--- src/rtl/sc_pkg.sv ---
// -----------------------------------------------------------------------------
// sc_pkg
// Shared constants and types for the stochastic-computing output stage.
//   SC_WIDTH_DEFAULT : default binary sample width (window = 2^width bits)
//   SC_FILTER_ORDER  : order of the upstream stochastic FIR core
//   sc_state_e       : decoder FSM state encoding
// -----------------------------------------------------------------------------
package sc_pkg;

  localparam int unsigned SC_WIDTH_DEFAULT = 12;
  localparam int unsigned SC_FILTER_ORDER  = 18;

  typedef enum logic [0:0] {
    IDLE  = 1'b0,
    COUNT = 1'b1
  } sc_state_e;

endpackage

--- src/rtl/sc_stream_decoder_if.sv ---
// -----------------------------------------------------------------------------
// sc_stream_decoder_if
// Bitstream-in / sample-out bundle of the stochastic stream decoder.
//   start       : window start pulse (aborts a running window)
//   bit_in      : stochastic bit from the FIR core
//   bit_valid   : bit_in is meaningful this cycle
//   out         : last completed binary sample (N bits)
//   done        : one-cycle strobe when out updates
//   busy        : a window is in progress
//   restart_err : one-cycle pulse when start aborts an unfinished window
// master drives the stream, slave is the decoder.
// -----------------------------------------------------------------------------
interface sc_stream_decoder_if
  import sc_pkg::*;
#(
  parameter int unsigned N = SC_WIDTH_DEFAULT
);

  logic         start;
  logic         bit_in;
  logic         bit_valid;
  logic [N-1:0] out;
  logic         done;
  logic         busy;
  logic         restart_err;

  modport master (
    output start, bit_in, bit_valid,
    input  out, done, busy, restart_err
  );

  modport slave (
    input  start, bit_in, bit_valid,
    output out, done, busy, restart_err
  );

endinterface

--- src/rtl/sc_ones_counter.sv ---
// -----------------------------------------------------------------------------
// sc_ones_counter
// Clearable (N+1)-bit ones counter with increment-enable and a saturating
// N-bit read-out of (count + inc), i.e. the value including the bit being
// sampled this cycle.
//   clk, reset : clock and synchronous active-high reset
//   clr        : clear the count this cycle (takes priority over inc)
//   inc        : add one to the count (also folded into sat_o)
//   seed       : value loaded into bit 0 when clearing (bit 0 of a new window)
//   sat_o      : min(count + inc, 2^N-1)
// -----------------------------------------------------------------------------
module sc_ones_counter
  import sc_pkg::*;
#(
  parameter int unsigned N = SC_WIDTH_DEFAULT
) (
  input  logic         clk,
  input  logic         reset,
  input  logic         clr,
  input  logic         inc,
  input  logic         seed,
  output logic [N-1:0] sat_o
);

  logic [N:0] cnt_q;
  logic [N:0] cnt_d;
  logic [N:0] sum_s;

  // Next count: clear (optionally seeding the first bit) or accumulate.
  always_comb begin
    sum_s = cnt_q + {{N{1'b0}}, inc};
    if (clr) begin
      cnt_d = {{N{1'b0}}, seed};
    end else begin
      cnt_d = sum_s;
    end
  end

  // An all-ones window reaches 2^N, which must clamp instead of wrapping to 0.
  always_comb begin
    if (sum_s[N]) begin
      sat_o = {N{1'b1}};
    end else begin
      sat_o = sum_s[N-1:0];
    end
  end

  // Count register.
  always_ff @(posedge clk) begin
    if (reset) begin
      cnt_q <= '0;
    end else begin
      cnt_q <= cnt_d;
    end
  end

endmodule

--- src/rtl/sc_stream_decoder.sv ---
// -----------------------------------------------------------------------------
// sc_stream_decoder
// Counts the 1s of a unipolar stochastic bitstream over windows of 2^N valid
// bits and presents each count as an N-bit binary sample.
//   clock_d : digital clock, rising edge
//   reset   : synchronous active-high reset, priority over everything
//   bus     : slave side of sc_stream_decoder_if (start/bit_in/bit_valid in,
//             out/done/busy/restart_err out, all outputs registered)
// Parameters: N (sample width), CONTINUOUS (1 = chain windows, 0 = idle after
// each window).
// -----------------------------------------------------------------------------
module sc_stream_decoder
  import sc_pkg::*;
#(
  parameter int unsigned N          = SC_WIDTH_DEFAULT,
  parameter bit          CONTINUOUS = 1'b1
) (
  input logic               clock_d,
  input logic               reset,
  sc_stream_decoder_if.slave bus
);

  sc_state_e    state_q, state_d;
  logic [N-1:0] bit_cnt_q, bit_cnt_d;
  logic [N-1:0] out_q, out_d;
  logic         done_q, done_d;
  logic         busy_q, busy_d;
  logic         restart_err_q, restart_err_d;

  logic         last_bit_s;
  logic         new_win_s;
  logic         ones_clr_s;
  logic         ones_inc_s;
  logic         ones_seed_s;
  logic [N-1:0] ones_sat_s;

  assign last_bit_s = (state_q == COUNT) && bus.bit_valid && (bit_cnt_q == {N{1'b1}});
  // A start that is not absorbed by a completing window opens a new window in
  // this very cycle, so a valid bit here is already bit 0.
  assign new_win_s   = bus.start && !last_bit_s;
  assign ones_clr_s  = bus.start || last_bit_s;
  assign ones_inc_s  = (state_q == COUNT) && bus.bit_valid && bus.bit_in;
  assign ones_seed_s = new_win_s && bus.bit_valid && bus.bit_in;

  sc_ones_counter #(
    .N (N)
  ) u_ones_counter (
    .clk   (clock_d),
    .reset (reset),
    .clr   (ones_clr_s),
    .inc   (ones_inc_s),
    .seed  (ones_seed_s),
    .sat_o (ones_sat_s)
  );

  // State register and registered outputs.
  always_ff @(posedge clock_d) begin
    if (reset) begin
      state_q       <= IDLE;
      bit_cnt_q     <= '0;
      out_q         <= '0;
      done_q        <= 1'b0;
      busy_q        <= 1'b0;
      restart_err_q <= 1'b0;
    end else begin
      state_q       <= state_d;
      bit_cnt_q     <= bit_cnt_d;
      out_q         <= out_d;
      done_q        <= done_d;
      busy_q        <= busy_d;
      restart_err_q <= restart_err_d;
    end
  end

  // Next state. A start on the last bit keeps counting even in one-shot mode.
  always_comb begin
    state_d = state_q;
    case (state_q)
      IDLE: begin
        if (bus.start) state_d = COUNT;
        else           state_d = IDLE;
      end
      COUNT: begin
        if (last_bit_s && !CONTINUOUS && !bus.start) state_d = IDLE;
        else                                         state_d = COUNT;
      end
      default: state_d = IDLE;
    endcase
  end

  // Window counter, sample capture and status strobes.
  always_comb begin
    bit_cnt_d     = bit_cnt_q;
    out_d         = out_q;
    done_d        = 1'b0;
    restart_err_d = 1'b0;
    case (state_q)
      IDLE: begin
        if (bus.start) bit_cnt_d = {{(N-1){1'b0}}, bus.bit_valid};
        else           bit_cnt_d = bit_cnt_q;
      end
      COUNT: begin
        if (last_bit_s) begin
          // Natural wrap from all-ones back to zero starts the next window.
          bit_cnt_d = bit_cnt_q + {{(N-1){1'b0}}, 1'b1};
          out_d     = ones_sat_s;
          done_d    = 1'b1;
        end else if (bus.start) begin
          bit_cnt_d     = {{(N-1){1'b0}}, bus.bit_valid};
          restart_err_d = 1'b1;
        end else begin
          bit_cnt_d = bit_cnt_q + {{(N-1){1'b0}}, bus.bit_valid};
        end
      end
      default: bit_cnt_d = '0;
    endcase
    busy_d = (state_d == COUNT);
  end

  assign bus.out         = out_q;
  assign bus.done        = done_q;
  assign bus.busy        = busy_q;
  assign bus.restart_err = restart_err_q;

endmodule

--- src/flat_wrapper.sv ---
// flat-port wrapper written by rule: the top's interface ports become plain ports
module sc_stream_decoder_flat import sc_pkg::*;
#(
  parameter int unsigned N          = SC_WIDTH_DEFAULT,
  parameter bit          CONTINUOUS = 1'b1
)
  (clock_d, reset, bus_start, bus_bit_in, bus_bit_valid, bus_out, bus_done, bus_busy, bus_restart_err);
  sc_stream_decoder_if #(.N(N)) bus_i ();
  input logic clock_d;
  input logic reset;
  input wire logic [$bits(bus_i.start)-1:0] bus_start;
  input wire logic [$bits(bus_i.bit_in)-1:0] bus_bit_in;
  input wire logic [$bits(bus_i.bit_valid)-1:0] bus_bit_valid;
  output wire logic [$bits(bus_i.out)-1:0] bus_out;
  output wire logic [$bits(bus_i.done)-1:0] bus_done;
  output wire logic [$bits(bus_i.busy)-1:0] bus_busy;
  output wire logic [$bits(bus_i.restart_err)-1:0] bus_restart_err;
  assign bus_i.start = bus_start;
  assign bus_i.bit_in = bus_bit_in;
  assign bus_i.bit_valid = bus_bit_valid;
  assign bus_out = bus_i.out;
  assign bus_done = bus_i.done;
  assign bus_busy = bus_i.busy;
  assign bus_restart_err = bus_i.restart_err;
  sc_stream_decoder #(.N(N), .CONTINUOUS(CONTINUOUS)) u_core (.clock_d(clock_d), .reset(reset), .bus(bus_i));
endmodule
--- config.mk ---
export PLATFORM = sky130hd
export DESIGN_NAME = sc_stream_decoder_flat
export DESIGN_NICKNAME = d
export VERILOG_FILES = /design/src/rtl/sc_pkg.sv /design/src/rtl/sc_stream_decoder_if.sv /design/src/rtl/sc_ones_counter.sv /design/src/rtl/sc_stream_decoder.sv /design/src/flat_wrapper.sv
export SDC_FILE = /design/constraint.sdc
export NUM_CORES = 1
export LEC_CHECK = 0
export BUFFER_PORTS_ARGS = -buffer_cell sky130_fd_sc_hd__buf_2
export CORE_ASPECT_RATIO = 0.75
export CORE_MARGIN = 2
export CORE_UTILIZATION = 50
export DETAILED_ROUTE_END_ITERATION = 7
export GPL_ROUTABILITY_DRIVEN = 0
export PLACE_DENSITY = 0.76
export SKIP_CTS_REPAIR_TIMING = 1
export SLEW_MARGIN = 20
export SYNTH_ARGS = -nofsm -noshare
export SYNTH_HDL_FRONTEND = slang
export SYNTH_SLANG_ARGS = --single-unit
--- constraint.sdc ---
create_clock -name clock_d -period 6.8 [get_ports clock_d]
set_clock_uncertainty 0.15 [all_clocks]
set_input_delay 0.68 -clock clock_d [delete_from_list [all_inputs] [get_ports clock_d]]
set_output_delay 0.68 -clock clock_d [all_outputs]
set_load 0.05 [all_outputs]
# Word level (Yosys, flattened, before mapping)
# Index checks and enable logic that the tools add are counted.
# totals
regBits,40
out_inout_bits,15
word_cells,34
# classes
n_addsub,3
n_eq_ne,2
n_mux,9
n_bitwise,1
n_reduce_logical,12
# ops
op,count
2-to-1 mux 12 bit,4
case mux 12 bit (2 select lines),1
adder 13 x 1 -> 13 bit,1
adder 12 x 1 -> 12 bit,1
"adder 12 x 1 -> 12 bit, second input constant",1
"equality test 12 bit, second input constant",1
logical AND 1 bit,6
OR reduction 2 bit,2
2-to-1 mux 1 bit,3
OR reduction 3 bit,1
"inequality test 2 bit, second input constant",1
case mux 1 bit (2 select lines),1
AND reduction 2 bit,1
zero test 1 bit,1
logical OR 1 bit,1
inverter 1 bit,1

# Logic depth before layout (Yosys ltp)
# Gate-level depths: netlist of run 1.
# logic_depth
depth_word,7
depth_mapped,10
mapped_depth_nobuf,8

# Cells and area by module
# A second synthesis of run 1 with hierarchy kept.
# hier_totals
cells_unflattened,245
area_unflattened_um2,2018.2
# modules_own_cells
module,n_inst,cells_each,area_each_um2,seq_area_each_um2
sc_stream_decoder,1,169,1348.8,540.5
sc_ones_counter,1,76,669.4,260.2

# Worst setup path before layout of run 1
# No wires, ideal clock.
# synth_path
path_type,register to register
start,register u_core.bus.busy (netlist name)
end,"register u_core.out_q[11], in the netlist u_core.bus.out[11]"
setup_time_ns,0.132
t_arrival_ns,2.504
slack_ns,4.015
path_stages_with_launch,11
synth_period_minus_slack_ns,2.785
path_cell_list,dfxtp_1 -> clkbuf_1 -> and3_1 -> ha_1 -> ha_1 -> nand3_2 -> nor4_4 -> xnor2_1 -> buf_6 -> nand3_1 -> nor3b_2
# synth_lines
element,line_no,rtl
to (signal assigned),sc_stream_decoder.sv:68,out_q <= out_d;
to (decl),sc_stream_decoder.sv:25,"logic [N-1:0] out_q, out_d;"

==> results by group, run 1 <==
Status
  • Status: finished, final reports clean

Hold path
  • Hold depth: 2
  • Min-delay worst type: reg -> reg
  • Hold_sp: u_core.bus.out[9]
  • WHS Endpoint: u_core.bus.out[9]

Floorplanning
  • I/O pin count: 20
  • Die Ht: 57.1 µm
  • Initial Utilization: 51.6%
  • Core region area: 3640 µm²
  • Die ar.: 4260 µm²
  • Die width: 74.7 µm
  • Num rows: 19

Worst setup path
  • Worst R2R End: u_core.bus.out[9]
  • Crit-path slowest cell: dfxtp_1
  • Worst Path Max Fanout: 17
  • Crit-path cells: and3_1 > ha_1 > ha_1 > nand3_2 > nor4_4 > xnor2_1 > and3_2 > nor3_1
  • Crit path max-delay family: simple AND/OR/NAND/NOR gates
  • CP Class: reg -> reg
  • Most frequent CP cell: ha_1
  • Worst path bufs/invs: 0
  • Critical Path Start Type: flop
  • R2R cell count: 8
  • Critical Path End Type: flop
  • R2r setup slk: 3.97 ns
  • Worst Path Required: 6.82 ns
  • WP data arrival: 2.84 ns
  • Worst path max stage delay: 0.66 ns
  • Crit Reg-Reg Startpoint: u_core.bus.busy

Placed design
  • # port buffers: 19
  • # placed instances: 278
  • Detailed placement HPWL: 2750 µm
  • Pre-CTS setup slack: 3.83 ns

Job
  • Max cap viols: 0

Synth
  • FF+latch count, synth: 40
  • Top post-synthesis cells by count: dfxtp_1 (40), nor2_1 (29), nand2_1 (17)
  • Synth area leaders: dfxtp_1 (43%), nor2_1 (5.8%), xnor2_1 (5.1%), a31oi_1 (4.0%), nor3_1 (3.7%)
  • Synth async-reset ratio: 0%
  • Yosys Warn Count: 0
  • Leading area contributor after synthesis: dfxtp_1
  • Cell count after synthesis: 216
  • Post-synth EDFFs: 0
  • Distinct cells, synth: 40
  • Synth Area per Inst: 8.69 µm²
  • Area of the mapped netlist: 1880 µm²
  • Syn Nets: 226
  • Synth top area share: 42.7%
  • Synth Flop Type: dfxtp_1
  • Cell with the most instances after synthesis: dfxtp_1
  • Post-synthesis sequential area ratio: 42.7%

Global route
  • First-pass GRT wire length: 6590 µm
  • Vias in the first global route: 1345
  • Total gr overflow: 0
  • Largest net degree at the start of global routing: 32
  • Initial antenna violation count: 0
  • GRT Util Overall: 20.3%

Clock network
  • Clk sink count: 40
  • CTS Buffer Depth: 2
  • CTS tree: yes
  • Clock root buffer: clkbuf_8
  • Worst skew pair latency: 0.29 ns
  • Worst-path clk slew: 0.07 ns
  • H-tree levels: 2
  • CTS buffer count: 5

Detailed routing
  • Post-route ant nets: 0
  • Iteration-0 DRC Markers: 151
  • Per-cell routed wire length: 13.5 µm
  • Vias/cell: 5.55
  • Drt first pass iters: 4
  • Total Wirelength: 3860 µm
  • Via count: 1588
  • DRC viols: 0

STA
  • RSZ-0062 raised after global routing: false
  • Period utilization: 41.6%
  • Post-layout worst setup margin: 3.97 ns
  • Worst-margin pin slew: 1.05 ns
  • Min cycle time layout: 2.83 ns
  • Max_slew headroom: 29.8%
  • FMAX: 0.354 GHz
  • Max-slew violations: 0
  • Final hold viol count: 0
  • Setup TNS: 0 ns
  • Finish-stage setup viols: 0

Layout
  • Non-Filler Instances: 286
  • # diodes: 0
  • Layout area overhead: 10.8%
  • Final #Nets: 243
  • Fin util: 57.2%
  • Layout cell share with drive strength beyond 1: 14.1%
  • FILL cells: 351

Pwr
  • Power per cell area: 201 nW/µm²
  • VDD IR max: 0.000105 V
  • Pleak: 0.876 nW
-- flip-flops by register name, summed over array words and instances, names as in the netlist --
register	cells
u_core.bus.done	1
u_core.bit_cnt_q	12
u_core.bus.out	12
u_core.bus.restart_err	1
u_core.bus.busy	1
u_core.u_ones_counter.cnt_q	13
-- worst register-to-register path: cells and delay by family, from the launching register on --
family	cells	cell delay [ns]
XOR/XNOR	1	0.46
adder cells (fa/ha/maj)	2	0.39
flip-flops	1	0.66
AND/OR/NAND/NOR	5	1.04
-- metrics by stage --
step / total power (W) / cell area [µm²] / hold WS (ns)
6_report: 0.000417 / 2080 / 0.350
5_1_grt: 0.000435 / 2080 / 0.371
4_1_cts: 0.000421 / 2080 / 0.351
3_5_place_dp: 0.000263 / 1990 / 0.340
3_3_place_gp: 0.000263 / 1990 / 0.322
2_1_floorplan: 0.000257 / 1880 / 0.297
-- layout make-up --
| type | count | area (µm²) | share of cell area (%) |
|---|---|---|---|
| tap | 52 | 65.1 | 3.13 |
| multi-input combinational | 162 | 1010 | 48.6 |
| inverter | 5 | 18.8 | 0.903 |
| sequential | 40 | 801 | 38.5 |
| timing repair buffer | 19 | 95.1 | 4.57 |
| clock buffer | 8 | 90.1 | 4.33 |
-- placed cells by master, fill, tap and decap left out --
master and n:
a311oi_1 1, clkbuf_1 2, nor3b_2 1, o21bai_1 7, nand4_1 1, xnor2_1 11, dfxtp_1 40, xor2_1 3
nor2_1 29, buf_2 19, nor4_4 1, nand4_4 1, a21oi_1 9, and3_1 9, and4_1 3, nor3_1 14
a31oi_1 12, and3_2 1, or2_2 1, a311o_1 1, a22o_1 2, nand2_1 17, nand3_2 1, and2_1 2
o21ai_0 7, ha_1 5, nand3_1 8, and4b_1 1, o211a_1 1, inv_1 5, or4_1 2, nor4_1 1
clkbuf_8 6, a21o_1 2, a221oi_1 1, or3_1 2, nor3b_1 1, nor3_2 2, nand2b_1 2
-- routing by layer --
| layer | vias to the layer above | track usage, % | wire length [µm] |
|---|---|---|---|
| met2 | 52 | 25.3 | 1500 |
| met4 | 0 | 8.42 | 64 |
| li1 | 802 | - | - |
| met1 | 729 | 32.6 | 2020 |
| met5 | - | 0 | 0 |
| met3 | 5 | 4.77 | 271 |
-- power by group --
part / switching (W) / internal (W) / leakage (nW)
clock: 0.0000767 / 0.0000827 / 0.0455
combinational: 0.0000129 / 0.00000615 / 0.508
sequential: 0.00000302 / 0.000236 / 0.323
-- worst max-delay path by stage --
stage,from,to,slack [ns],depth (start not counted)
finish,u_core.bus.busy,u_core.bus.out[9],3.97,8
global route,u_core.bus.busy,u_core.bit_cnt_q[10],3.71,5
CTS,u_core.bus.busy,u_core.bus.out[9],3.99,8
detailed placement,bus_bit_valid,u_core.bus.out[9],3.83,9
global placement,bus_bit_valid,u_core.bus.out[9],3.89,9
floorplan,u_core.bus.busy,u_core.bus.out[11],4.01,10
-- cell families (layout without fill, tap and decap cells) --
kind of cell / Yosys count / after routing / synth area share (%)
and+or+nand+nor: 100 / 100 / 29.1
AOI/OAI and AO/OA: 43 / 43 / 14.8
DFF: 40 / 40 / 42.7
xor gates and xnor gates: 14 / 14 / 6.53
adders and majority gates: 5 / 5 / 3.33
buffers and inverters: 14 / 32 / 3.53
No activity file was read; power rests on OpenSTA's default activity.
==> run 2: changes to the inputs <==
==> constraint.sdc (replaced) <==
create_clock -name clock_d -period 2.86 [get_ports clock_d]
set_clock_uncertainty 0.15 [all_clocks]
set_input_delay 0.286 -clock clock_d [delete_from_list [all_inputs] [get_ports clock_d]]
set_output_delay 0.286 -clock clock_d [all_outputs]
set_load 0.05 [all_outputs]
==> results by group, run 2 (synthesized netlist as in run 1, its figures left out) <==
Status
  • Status: finished, final reports clean (unchanged)

Detailed routing
  • Total Wirelength: 4030 µm (was 3860 µm)
  • DRC viols: 0 (unchanged)
  • Iteration-0 DRC Markers: 124 (was 151)
  • Post-route ant nets: 0 (unchanged)
  • Via count: 1621 (was 1588)
  • Drt first pass iters: 4 (unchanged)
  • Vias/cell: 5.59 (was 5.55)
  • Per-cell routed wire length: 13.9 µm (was 13.5 µm)

Clock network
  • Clock root buffer: clkbuf_8 (unchanged)
  • Worst-path clk slew: 0.07 ns (about the same)
  • CTS buffer count: 5 (unchanged)
  • Clk sink count: 40 (unchanged)
  • Worst skew pair latency: 0.29 ns (about the same)
  • CTS tree: yes (unchanged)
  • H-tree levels: 2 (unchanged)
  • CTS Buffer Depth: 2 (unchanged)

Layout
  • Most common cell after layout, fill and taps aside: dfxtp_1 (unchanged)
  • Most flops, register: u_core.u_ones_counter.cnt_q (unchanged)
  • Commonest cells after routing, fill and taps aside: dfxtp_1 (40), nor2_1 (29), buf_2 (19) (unchanged)
  • Layout cell share with drive strength beyond 1: 16.4% (was 14.1%)
  • Max reg flops: 13 (unchanged)
  • Final #Nets: 247 (was 243)
  • Layout area overhead: 12.5% (was 10.8%)
  • # diodes: 0 (unchanged)

Placed design
  • # port buffers: 19 (unchanged)
  • Detailed placement HPWL: 2850 µm (was 2750 µm)

Worst setup path
  • Critical Path End Type: flop (unchanged)
  • WP data arrival: 2.21 ns (was 2.84 ns)
  • Worst Path Required: 2.88 ns (was 6.82 ns)
  • Critical Path Start Type: flop (unchanged)
  • CP Class: reg -> reg (unchanged)
  • Crit Reg-Reg Startpoint: u_core.bus.busy (unchanged)
  • Timing startpoint of the critical path: u_core.bus.busy (unchanged)
  • Worst Path Max Fanout: 11 (was 17)

Floorplanning
  • Die width: 74.7 µm (unchanged)
  • Initial Utilization: 51.6% (unchanged)
  • I/O pin count: 20 (unchanged)
  • Core region area: 3640 µm² (unchanged)
  • Die Ht: 57.1 µm (unchanged)
  • Die ar.: 4260 µm² (unchanged)
  • Num rows: 19 (unchanged)

STA
  • Min cycle time layout: 2.19 ns (was 2.83 ns)
  • Max_slew headroom: 69.0% (was 29.8%)
  • RSZ-0062 raised after global routing: false (unchanged)
  • Final hold viol count: 0 (unchanged)
  • Worst-margin pin slew: 0.464 ns (was 1.05 ns)
  • Setup TNS: 0 ns (unchanged)
  • Max-slew violations: 0 (unchanged)
  • Period utilization: 76.4% (was 41.6%)
  • FMAX: 0.458 GHz (was 0.354 GHz)
  • Finish-stage setup viols: 0 (unchanged)

Hold path
  • Min-delay worst type: in -> reg (was reg -> reg)
  • Hold_sp: bus_bit_valid (was u_core.bus.out[9])

Global route
  • GRT Util Overall: 20.6% (was 20.3%)
  • Vias in the first global route: 1453 (was 1345)
  • Largest net degree at the start of global routing: 21 (was 32)
  • Initial antenna violation count: 0 (unchanged)
  • First-pass GRT wire length: 6710 µm (was 6590 µm)
  • Total gr overflow: 0 (unchanged)

Pwr
  • Pleak: 0.902 nW (was 0.876 nW)
  • VDD IR max: 0.000298 V (was 0.000105 V)
  • Power per cell area: 474 nW/µm² (was 201 nW/µm²)
  • Power Total: 0.00100 W (was 0.000417 W)

Job
  • Max cap viols: 0 (unchanged)
run 2: routing by layer:
layer	track usage, %	wire [µm]	vias to the layer above
met2	26.4	1620	65
met3	4.95	335	7
met1	32.0	2000	738
li1	-	-	811
met5	0	0	-
met4	9.69	65	0
run 2: layout make-up:
type | count | area, µm²
well taps | 52 | 65.1
fillers | 341 | 1530
inverters | 5 | 18.8
multi-input cells | 162 | 1010
clock inverters | 2 | 10.0
flip-flops and latches | 40 | 801
clock buffers | 6 | 82.6
repair buffers | 23 | 125
run 2: where the power goes:
group | internal [W] | switching (W) | leakage, nW
logic | 0.0000160 | 0.0000358 | 0.528
clock network | 0.000192 | 0.000193 | 0.0510
registers | 0.000560 | 0.00000360 | 0.323
run 2: worst max-delay path, cell delays in order, from the launching register on:
cell and delay, ns:
dfxtp_1 0.32, and3_1 0.15, ha_1 0.19, ha_1 0.21
nand3_2 0.16, nor4_4 0.29, xnor2_1 0.15, buf_4 0.20
nand3_1 0.08, nor3b_2 0.17
run 2: path summary, 6_finish.rpt:
kind                     endpoint  slack (ns)  cells past startpoint
max            u_core.bus.out[11]        0.67                      9
min           u_core.bit_cnt_q[0]        0.18                      3
max reg2reg    u_core.bus.out[11]        0.67                      9
min reg2reg  u_core.bit_cnt_q[10]        0.35                      1
run 2: stage by stage:
step | area (µm²) | cells | util, % | hold slack (ns) | setup slack [ns]
3_5_place_dp | 2020 | 282 | 55.5 | 0.329 | 0.556
5_1_grt | 2110 | 290 | 58.1 | 0.179 | 0.537
2_1_floorplan | 1880 | 216 | - | 0.297 | 0.0747
4_1_cts | 2110 | 290 | 58.1 | 0.169 | 0.668
6_report | 2110 | 290 | 58.1 | 0.175 | 0.674
3_3_place_gp | 2020 | 282 | 55.5 | 0.320 | 0.620
